<file path="src/rtl/poly_deci_ctrl.sv">
// Sequencer and double-buffered coefficient manager for a polyphase decimator.
// Swaps the tap bank on an output boundary, then flushes the decimator and masks its warm-up outputs.
module poly_deci_ctrl #(
    parameter int RATE    = 4,
    parameter int TAP_LEN = 32,
    parameter int WARM    = (TAP_LEN + RATE - 1) / RATE,
    parameter int AW      = $clog2(TAP_LEN)
) (
    input  logic                             clk,
    input  logic                             rst,
    input  logic                             run,
    input  logic [15:0]                      cke_period,
    output logic                             cke,
    output logic                             deci_rst,
    input  logic                             deci_cke_out,
    output logic                             valid_out,
    input  logic                             wr_en,
    input  logic [AW-1:0]                    wr_addr,
    input  logic signed [15:0]               wr_data,
    input  logic                             commit,
    output logic                             busy,
    output logic                             commit_done,
    output logic                             wr_drop,
    output logic signed [TAP_LEN-1:0][15:0]  tap
);

    localparam int WCW = $clog2(WARM + 1);

    typedef enum logic [1:0] {
        S_WARMUP  = 2'd0,
        S_RUN     = 2'd1,
        S_PENDING = 2'd2,
        S_FLUSH   = 2'd3
    } state_t;

    state_t         state_q, state_d;
    logic [WCW-1:0] wcnt_q, wcnt_d;
    logic [1:0]     fcnt_q, fcnt_d;
    logic [15:0]    cnt_q;
    logic           cke_q;
    logic           done_q, done_d;
    logic           drop_q;
    logic           init_q;
    logic           swap;
    logic           accepting;
    logic           addr_ok;
    logic           wr_ok;

    assign accepting = (state_q == S_WARMUP) || (state_q == S_RUN);
    assign addr_ok   = ({1'b0, wr_addr} < (AW + 1)'(TAP_LEN));
    assign wr_ok     = wr_en && addr_ok && accepting;

    always_comb begin
        state_d = state_q;
        wcnt_d  = wcnt_q;
        fcnt_d  = fcnt_q;
        done_d  = 1'b0;
        swap    = 1'b0;
        case (state_q)
            S_WARMUP: begin
                if (commit) begin
                    state_d = S_PENDING;
                end else if (deci_cke_out) begin
                    wcnt_d = wcnt_q - 1'b1;
                    if (wcnt_q == WCW'(1)) begin
                        state_d = S_RUN;
                    end
                end
            end
            S_RUN: begin
                if (commit) begin
                    state_d = S_PENDING;
                end
            end
            S_PENDING: begin
                // Stopping the sample stream also counts as a safe boundary.
                if (deci_cke_out || !run) begin
                    swap    = 1'b1;
                    state_d = S_FLUSH;
                    fcnt_d  = 2'd2;
                end
            end
            default: begin
                if (fcnt_q == 2'd1) begin
                    state_d = S_WARMUP;
                    wcnt_d  = WCW'(WARM);
                    done_d  = 1'b1;
                end else begin
                    fcnt_d = fcnt_q - 2'd1;
                end
            end
        endcase
    end

    always_ff @(posedge clk or posedge rst) begin
        if (rst) begin
            state_q <= S_WARMUP;
            wcnt_q  <= WCW'(WARM);
            fcnt_q  <= 2'd0;
            done_q  <= 1'b0;
            drop_q  <= 1'b0;
            init_q  <= 1'b1;
        end else begin
            state_q <= state_d;
            wcnt_q  <= wcnt_d;
            fcnt_q  <= fcnt_d;
            done_q  <= done_d;
            drop_q  <= wr_en && !wr_ok;
            init_q  <= 1'b0;
        end
    end

    // Gating on the next state keeps cke low for every cycle spent in FLUSH.
    always_ff @(posedge clk or posedge rst) begin
        if (rst) begin
            cnt_q <= 16'd0;
            cke_q <= 1'b0;
        end else if (!run || state_d == S_FLUSH) begin
            cnt_q <= 16'd0;
            cke_q <= 1'b0;
        end else if (cnt_q == 16'd0) begin
            cnt_q <= cke_period;
            cke_q <= 1'b1;
        end else begin
            cnt_q <= cnt_q - 16'd1;
            cke_q <= 1'b0;
        end
    end

    for (genvar gi = 0; gi < TAP_LEN; gi++) begin : g_tap
        logic signed [15:0] shadow_q;
        logic signed [15:0] tap_q;

        always_ff @(posedge clk or posedge rst) begin
            if (rst) begin
                shadow_q <= '0;
                tap_q    <= '0;
            end else begin
                if (wr_ok && wr_addr == AW'(gi)) begin
                    shadow_q <= wr_data;
                end
                if (swap) begin
                    tap_q <= shadow_q;
                end
            end
        end

        assign tap[gi] = tap_q;
    end

    assign cke         = cke_q;
    assign deci_rst    = init_q || (state_q == S_FLUSH);
    assign valid_out   = (state_q == S_RUN) && deci_cke_out;
    assign busy        = (state_q == S_PENDING) || (state_q == S_FLUSH);
    assign commit_done = done_q;
    assign wr_drop     = drop_q;

endmodule

</file>
<file path="config.mk">
export PLATFORM = sky130hd
export DESIGN_NAME = poly_deci_ctrl
export DESIGN_NICKNAME = d
export VERILOG_FILES = /design/src/rtl/poly_deci_ctrl.sv
export SDC_FILE = /design/constraint.sdc
export NUM_CORES = 2
export LEC_CHECK = 0
export ABC_AREA = 1
export ABC_CLOCK_PERIOD_IN_PS = 45900
export BUFFER_PORTS_ARGS = -buffer_cell sky130_fd_sc_hd__buf_2
export CAP_MARGIN = 25
export CORE_MARGIN = 10
export CORE_UTILIZATION = 55
export CTS_BUF_LIST = sky130_fd_sc_hd__clkbuf_8
export CTS_CLUSTER_SIZE = 30
export DETAILED_ROUTE_END_ITERATION = 8
export PLACE_DENSITY = 0.88
export REMOVE_ABC_BUFFERS = 1
export SYNTH_ARGS = -nofsm -noshare
export SYNTH_HDL_FRONTEND = slang
export SYNTH_SLANG_ARGS = --single-unit
</file>
<file path="constraint.sdc">
create_clock -name clk -period 45.9 [get_ports clk]
set_input_delay 11.475 -clock clk [delete_from_list [all_inputs] [get_ports clk]]
set_output_delay 11.475 -clock clk [all_outputs]
set_load 0.02 [all_outputs]
</file>
==> impl_metrics.prom <==
# TYPE chip_impl_metric gauge
chip_impl_info{name="run_status",value="completed"} 1
chip_impl_metric{name="clock_tree.htree_level_count",unit=""} 4
chip_impl_metric{name="post_cts_resize_count",unit=""} 0
chip_impl_metric{name="cts-buffers-inserted",unit=""} 164
chip_impl_info{name="tritoncts",value="yes"} 1
chip_impl_metric{name="core-area",unit="sq um"} 71600
chip_impl_metric{name="cap_violations",unit=""} 0
chip_impl_info{name="worst_r2r_startpoint",value="state_q[0]$_DFF_PP0_"} 1
chip_impl_metric{name="cts_setup_buffers",unit=""} 0
chip_impl_metric{name="timing.critical_path.required",unit="ns"} 34.42
chip_impl_metric{name="p_leak",unit="nW"} 26.0
chip_impl_metric{name="chipWidth",unit="microns"} 289
chip_impl_metric{name="first_iter_violations",unit=""} 3377
chip_impl_metric{name="syn_area",unit="sq um"} 39800
chip_impl_metric{name="detailed_routing_iterations_pass_1",unit=""} 6
chip_impl_metric{name="mean_instance_size_in_the_synthesized_netlist",unit="sq um"} 9.47
chip_impl_info{name="hold_path_startpoint",value="g_tap[31].shadow_q[14]$_DFFE_PP0P_"} 1
chip_impl_metric{name="worst_pin_slew",unit="ns"} 1.31
chip_impl_info{name="critical_path.startpoint",value="deci_cke_out"} 1
chip_impl_metric{name="highest_clock_frequency_the_design_can_meet",unit="MHz"} 42.8
chip_impl_metric{name="hold_viol",unit=""} 0
chip_impl_metric{name="synth_simple_gate_area_share",unit="%"} 21.4
chip_impl_metric{name="antenna_found_initial",unit=""} 5
chip_impl_metric{name="synth_compound_gate_area_share",unit="%"} 7.38
chip_impl_metric{name="worst_skew",unit="ns"} 0.0393
chip_impl_info{name="worstSetupPathType",value="input port to primary output"} 1
chip_impl_metric{name="synthXorXnorAreaFrac",unit="%"} 0.132
chip_impl_metric{name="synth-seq-cells",unit=""} 1052
chip_impl_metric{name="fillers",unit=""} 5280
chip_impl_metric{name="drt_drc_violations_left",unit=""} 0
chip_impl_info{name="dominant_combinational_cell_family_by_area_after_synthesis",value="simple AND/OR/NAND/NOR gates"} 1
chip_impl_metric{name="post_synth_adder_cell_area",unit="%"} 0.345
chip_impl_metric{name="cts.path.max_buffers",unit=""} 3
chip_impl_metric{name="vias_per_cell",unit=""} 5.49
chip_impl_metric{name="clock_latency",unit="ns"} 0.81
chip_impl_metric{name="numClockSinks",unit=""} 1052
chip_impl_info{name="synth-main-ff-cell",value="sky130_fd_sc_hd__dfrtp_1"} 1
chip_impl_metric{name="grt_pass1_wl",unit="mm"} 178
chip_impl_metric{name="timing.final.crit_period",unit="ns"} 23.38
chip_impl_metric{name="place_worst_setup_slack",unit="ns"} 22.54
chip_impl_metric{name="hold_buffers",unit=""} 0
chip_impl_metric{name="number_of_global_route_vias_before_repair",unit=""} 31263
chip_impl_metric{name="relSlewSlack",unit="%"} 12.7
chip_impl_info{name="synthMostInstantiatedCell",value="sky130_fd_sc_hd__nand2_1"} 1
chip_impl_metric{name="count_of_nets_left_with_antenna_violations_after_detail_routing",unit=""} 0
chip_impl_info{name="worst_hold_path_type",value="flop to flop"} 1
chip_impl_metric{name="multi_input_area",unit="sq um"} 11700
chip_impl_metric{name="drv_slew",unit=""} 0
chip_impl_metric{name="wirelength",unit="mm"} 117
chip_impl_metric{name="wire_per_inst",unit="microns"} 20.2
chip_impl_metric{name="postSynthCellCount",unit=""} 4205
chip_impl_info{name="synthTopCellsByArea",value="sky130_fd_sc_hd__dfrtp_1 (66%), sky130_fd_sc_hd__nand2_1 (20%), sky130_fd_sc_hd__o21ai_1 (3.8%), sky130_fd_sc_hd__o21ai_0 (2.8%), sky130_fd_sc_hd__buf_6 (1.2%)"} 1
chip_impl_metric{name="yosysTopAreaCellShare",unit="%"} 66.0
chip_impl_metric{name="period_share",unit="%"} 50.9
chip_impl_metric{name="crit_arrival",unit="ns"} 11.91
chip_impl_metric{name="dp_hpwl",unit="mm"} 71.2
chip_impl_metric{name="path_clk_slew",unit="ns"} 0.06
chip_impl_metric{name="pin_count",unit=""} 561
chip_impl_info{name="ys_top_cells_by_count",value="sky130_fd_sc_hd__nand2_1 (2,079), sky130_fd_sc_hd__dfrtp_1 (1,050), sky130_fd_sc_hd__o21ai_1 (301)"} 1
chip_impl_metric{name="place_congestion",unit=""} 0.841
chip_impl_metric{name="grt_overflow",unit=""} 0
chip_impl_metric{name="floorplan.die.height",unit="microns"} 289
chip_impl_metric{name="final_nets",unit=""} 4761
chip_impl_metric{name="groute.usage.overall",unit="%"} 27.3
chip_impl_metric{name="fin_ws",unit="ns"} 22.52
chip_impl_metric{name="die_area",unit="sq um"} 83600
chip_impl_info{name="clock_tree.root_cell",value="sky130_fd_sc_hd__clkbuf_8"} 1
chip_impl_metric{name="number_of_port_buffers",unit=""} 560
chip_impl_metric{name="p_per_area",unit="nW/um^2"} 76.6
chip_impl_metric{name="ys_types",unit=""} 34
chip_impl_info{name="grt_setup_unrepaired",value="no"} 1
chip_impl_metric{name="area_grow_syn2layout",unit="%"} 16.1
chip_impl_metric{name="vdd_drop_max",unit="mV"} 0.0548
chip_impl_metric{name="vias",unit=""} 31699
chip_impl_info{name="setup.worst_path.start_class",value="input port"} 1
chip_impl_metric{name="muxShareOfSynthArea",unit="%"} 0
chip_impl_info{name="endpoint_kind_of_the_worst_setup_timing_path",value="primary output"} 1
chip_impl_metric{name="finalSetupViolations",unit=""} 0
chip_impl_metric{name="core.rowCount",unit=""} 98
chip_impl_metric{name="setup_total_negative_slack",unit="ns"} 0
chip_impl_metric{name="synth.yosys.warnings",unit=""} 0
chip_impl_metric{name="sequential_cell_area",unit="sq um"} 26300
chip_impl_info{name="cell_type_with_the_largest_total_area_after_synthesis",value="sky130_fd_sc_hd__dfrtp_1"} 1
chip_impl_metric{name="grt_start_max_net_pins",unit=""} 238
chip_impl_metric{name="edff_count_synth",unit=""} 0
chip_impl_metric{name="initial_core_util",unit="%"} 55.6
chip_impl_metric{name="drive_above_1_share",unit="%"} 18.8
chip_impl_metric{name="async_set_reset_flop_share_out_of_synthesis",unit="%"} 100
chip_impl_metric{name="crit_fanout",unit=""} 4
chip_impl_metric{name="seq_area_frac_synth",unit="%"} 66.1
## sequential cells by signal, summed over array words and instances (netlist names)
signal and cells:
g_tap.shadow_q 512, g_tap.tap_q 512, cnt_q 16, wcnt_q 4
fcnt_q 2, state_q 2, cke 1, commit_done 1
init_q 1, wr_drop 1
## per-layer routing
metal | GRT usage, % | wire [microns]
met1 | 35.7 | 44800
met2 | 42.8 | 55200
met3 | 6.08 | 10800
met4 | 14.2 | 5870
met5 | 0 | 23
## metrics by stage
stage | total power, W | utilization [%] | hold WS (ns) | instance area, sq um | instances
3_5_place_dp | 0.00274 | 59.7 | 0.450 | 42800 | 5482
5_1_grt | 0.00374 | 64.6 | 0.477 | 46300 | 5768
6_report | 0.00354 | 64.6 | 0.453 | 46300 | 5772
2_1_floorplan | 0.00228 | - | 0.441 | 38400 | 3943
4_1_cts | 0.00354 | 64.3 | 0.451 | 46000 | 5759
3_3_place_gp | 0.00268 | 59.5 | 0.448 | 42600 | 5473
## critical path: stages
cell and delay [ns]:
sky130_fd_sc_hd__buf_2 0.13, sky130_fd_sc_hd__nand2_1 0.08, sky130_fd_sc_hd__inv_1 0.06, sky130_fd_sc_hd__buf_2 0.16
## final timing paths
| check | endpoint | slack [ns] | cells past startpoint |
|---|---|---|---|
| worst max-delay path | valid_out | 22.52 | 4 |
| worst min-delay path | g_tap[31].tap_q[14]$_DFFE_PP0P_ | 0.45 | 2 |
| worst max register to register | g_tap[3].tap_q[2]$_DFFE_PP0P_ | 40.60 | 9 |
| worst min register to register | g_tap[31].tap_q[14]$_DFFE_PP0P_ | 0.45 | 2 |
| max in group asynchronous | g_tap[13].shadow_q[0]$_DFFE_PP0P_ | 31.94 | 5 |
| min in group asynchronous | g_tap[21].tap_q[2]$_DFFE_PP0P_ | 10.78 | 2 |
## cell families (layout without fill, tap and decap cells)
| kind of cell | after synthesis | count (layout) |
|---|---|---|
| buffers and inverters | 362 | 975 |
| adder cells (fa/ha/maj) | 11 | 11 |
| XOR/XNOR | 6 | 6 |
| AO/OA/AOI/OAI | 565 | 565 |
| flip-flops | 1052 | 1052 |
| AND/OR/NAND/NOR | 2208 | 2208 |
| other | 1 | 5 |
## area by class of cell
| type | instances | area share, % |
|---|---|---|
| sequential | 1052 | 56.9 |
| antenna | 4 | 0.0216 |
| clock buffer | 201 | 5.98 |
| timing repair buffer | 598 | 7.39 |
| clock inverter | 76 | 1.05 |
| multi-input combinational | 2791 | 25.2 |
| tap | 950 | 2.57 |
| inverter | 100 | 0.844 |
## cell usage in the layout (no fill, tap or decap), types with 4 or more instances in the layout
cell type,instances
sky130_fd_sc_hd__inv_6,5
sky130_fd_sc_hd__o21ai_0,224
sky130_fd_sc_hd__ha_1,11
sky130_fd_sc_hd__buf_4,17
sky130_fd_sc_hd__inv_2,17
sky130_fd_sc_hd__xor2_1,5
sky130_fd_sc_hd__dfrtp_1,1050
sky130_fd_sc_hd__clkinv_2,8
sky130_fd_sc_hd__inv_1,134
sky130_fd_sc_hd__buf_16,10
sky130_fd_sc_hd__nand3_1,18
sky130_fd_sc_hd__nor2_1,72
sky130_fd_sc_hd__buf_2,560
sky130_fd_sc_hd__buf_12,10
sky130_fd_sc_hd__a21oi_1,9
sky130_fd_sc_hd__nand2_4,21
sky130_fd_sc_hd__clkbuf_8,201
sky130_fd_sc_hd__nand2_1,2078
sky130_fd_sc_hd__diode_2,4
sky130_fd_sc_hd__o21ai_1,301
sky130_fd_sc_hd__o21ai_2,29
sky130_fd_sc_hd__bufinv_16,4
sky130_fd_sc_hd__nor2_2,5
## where the power goes
group	switching (W)	total (W)	internal [W]
clock	0.000370	0.000789	0.000418
sequential	0.000257	0.00156	0.00130
combinational	0.000837	0.00120	0.000361
Note: power is estimated with default switching activity, not from simulation.
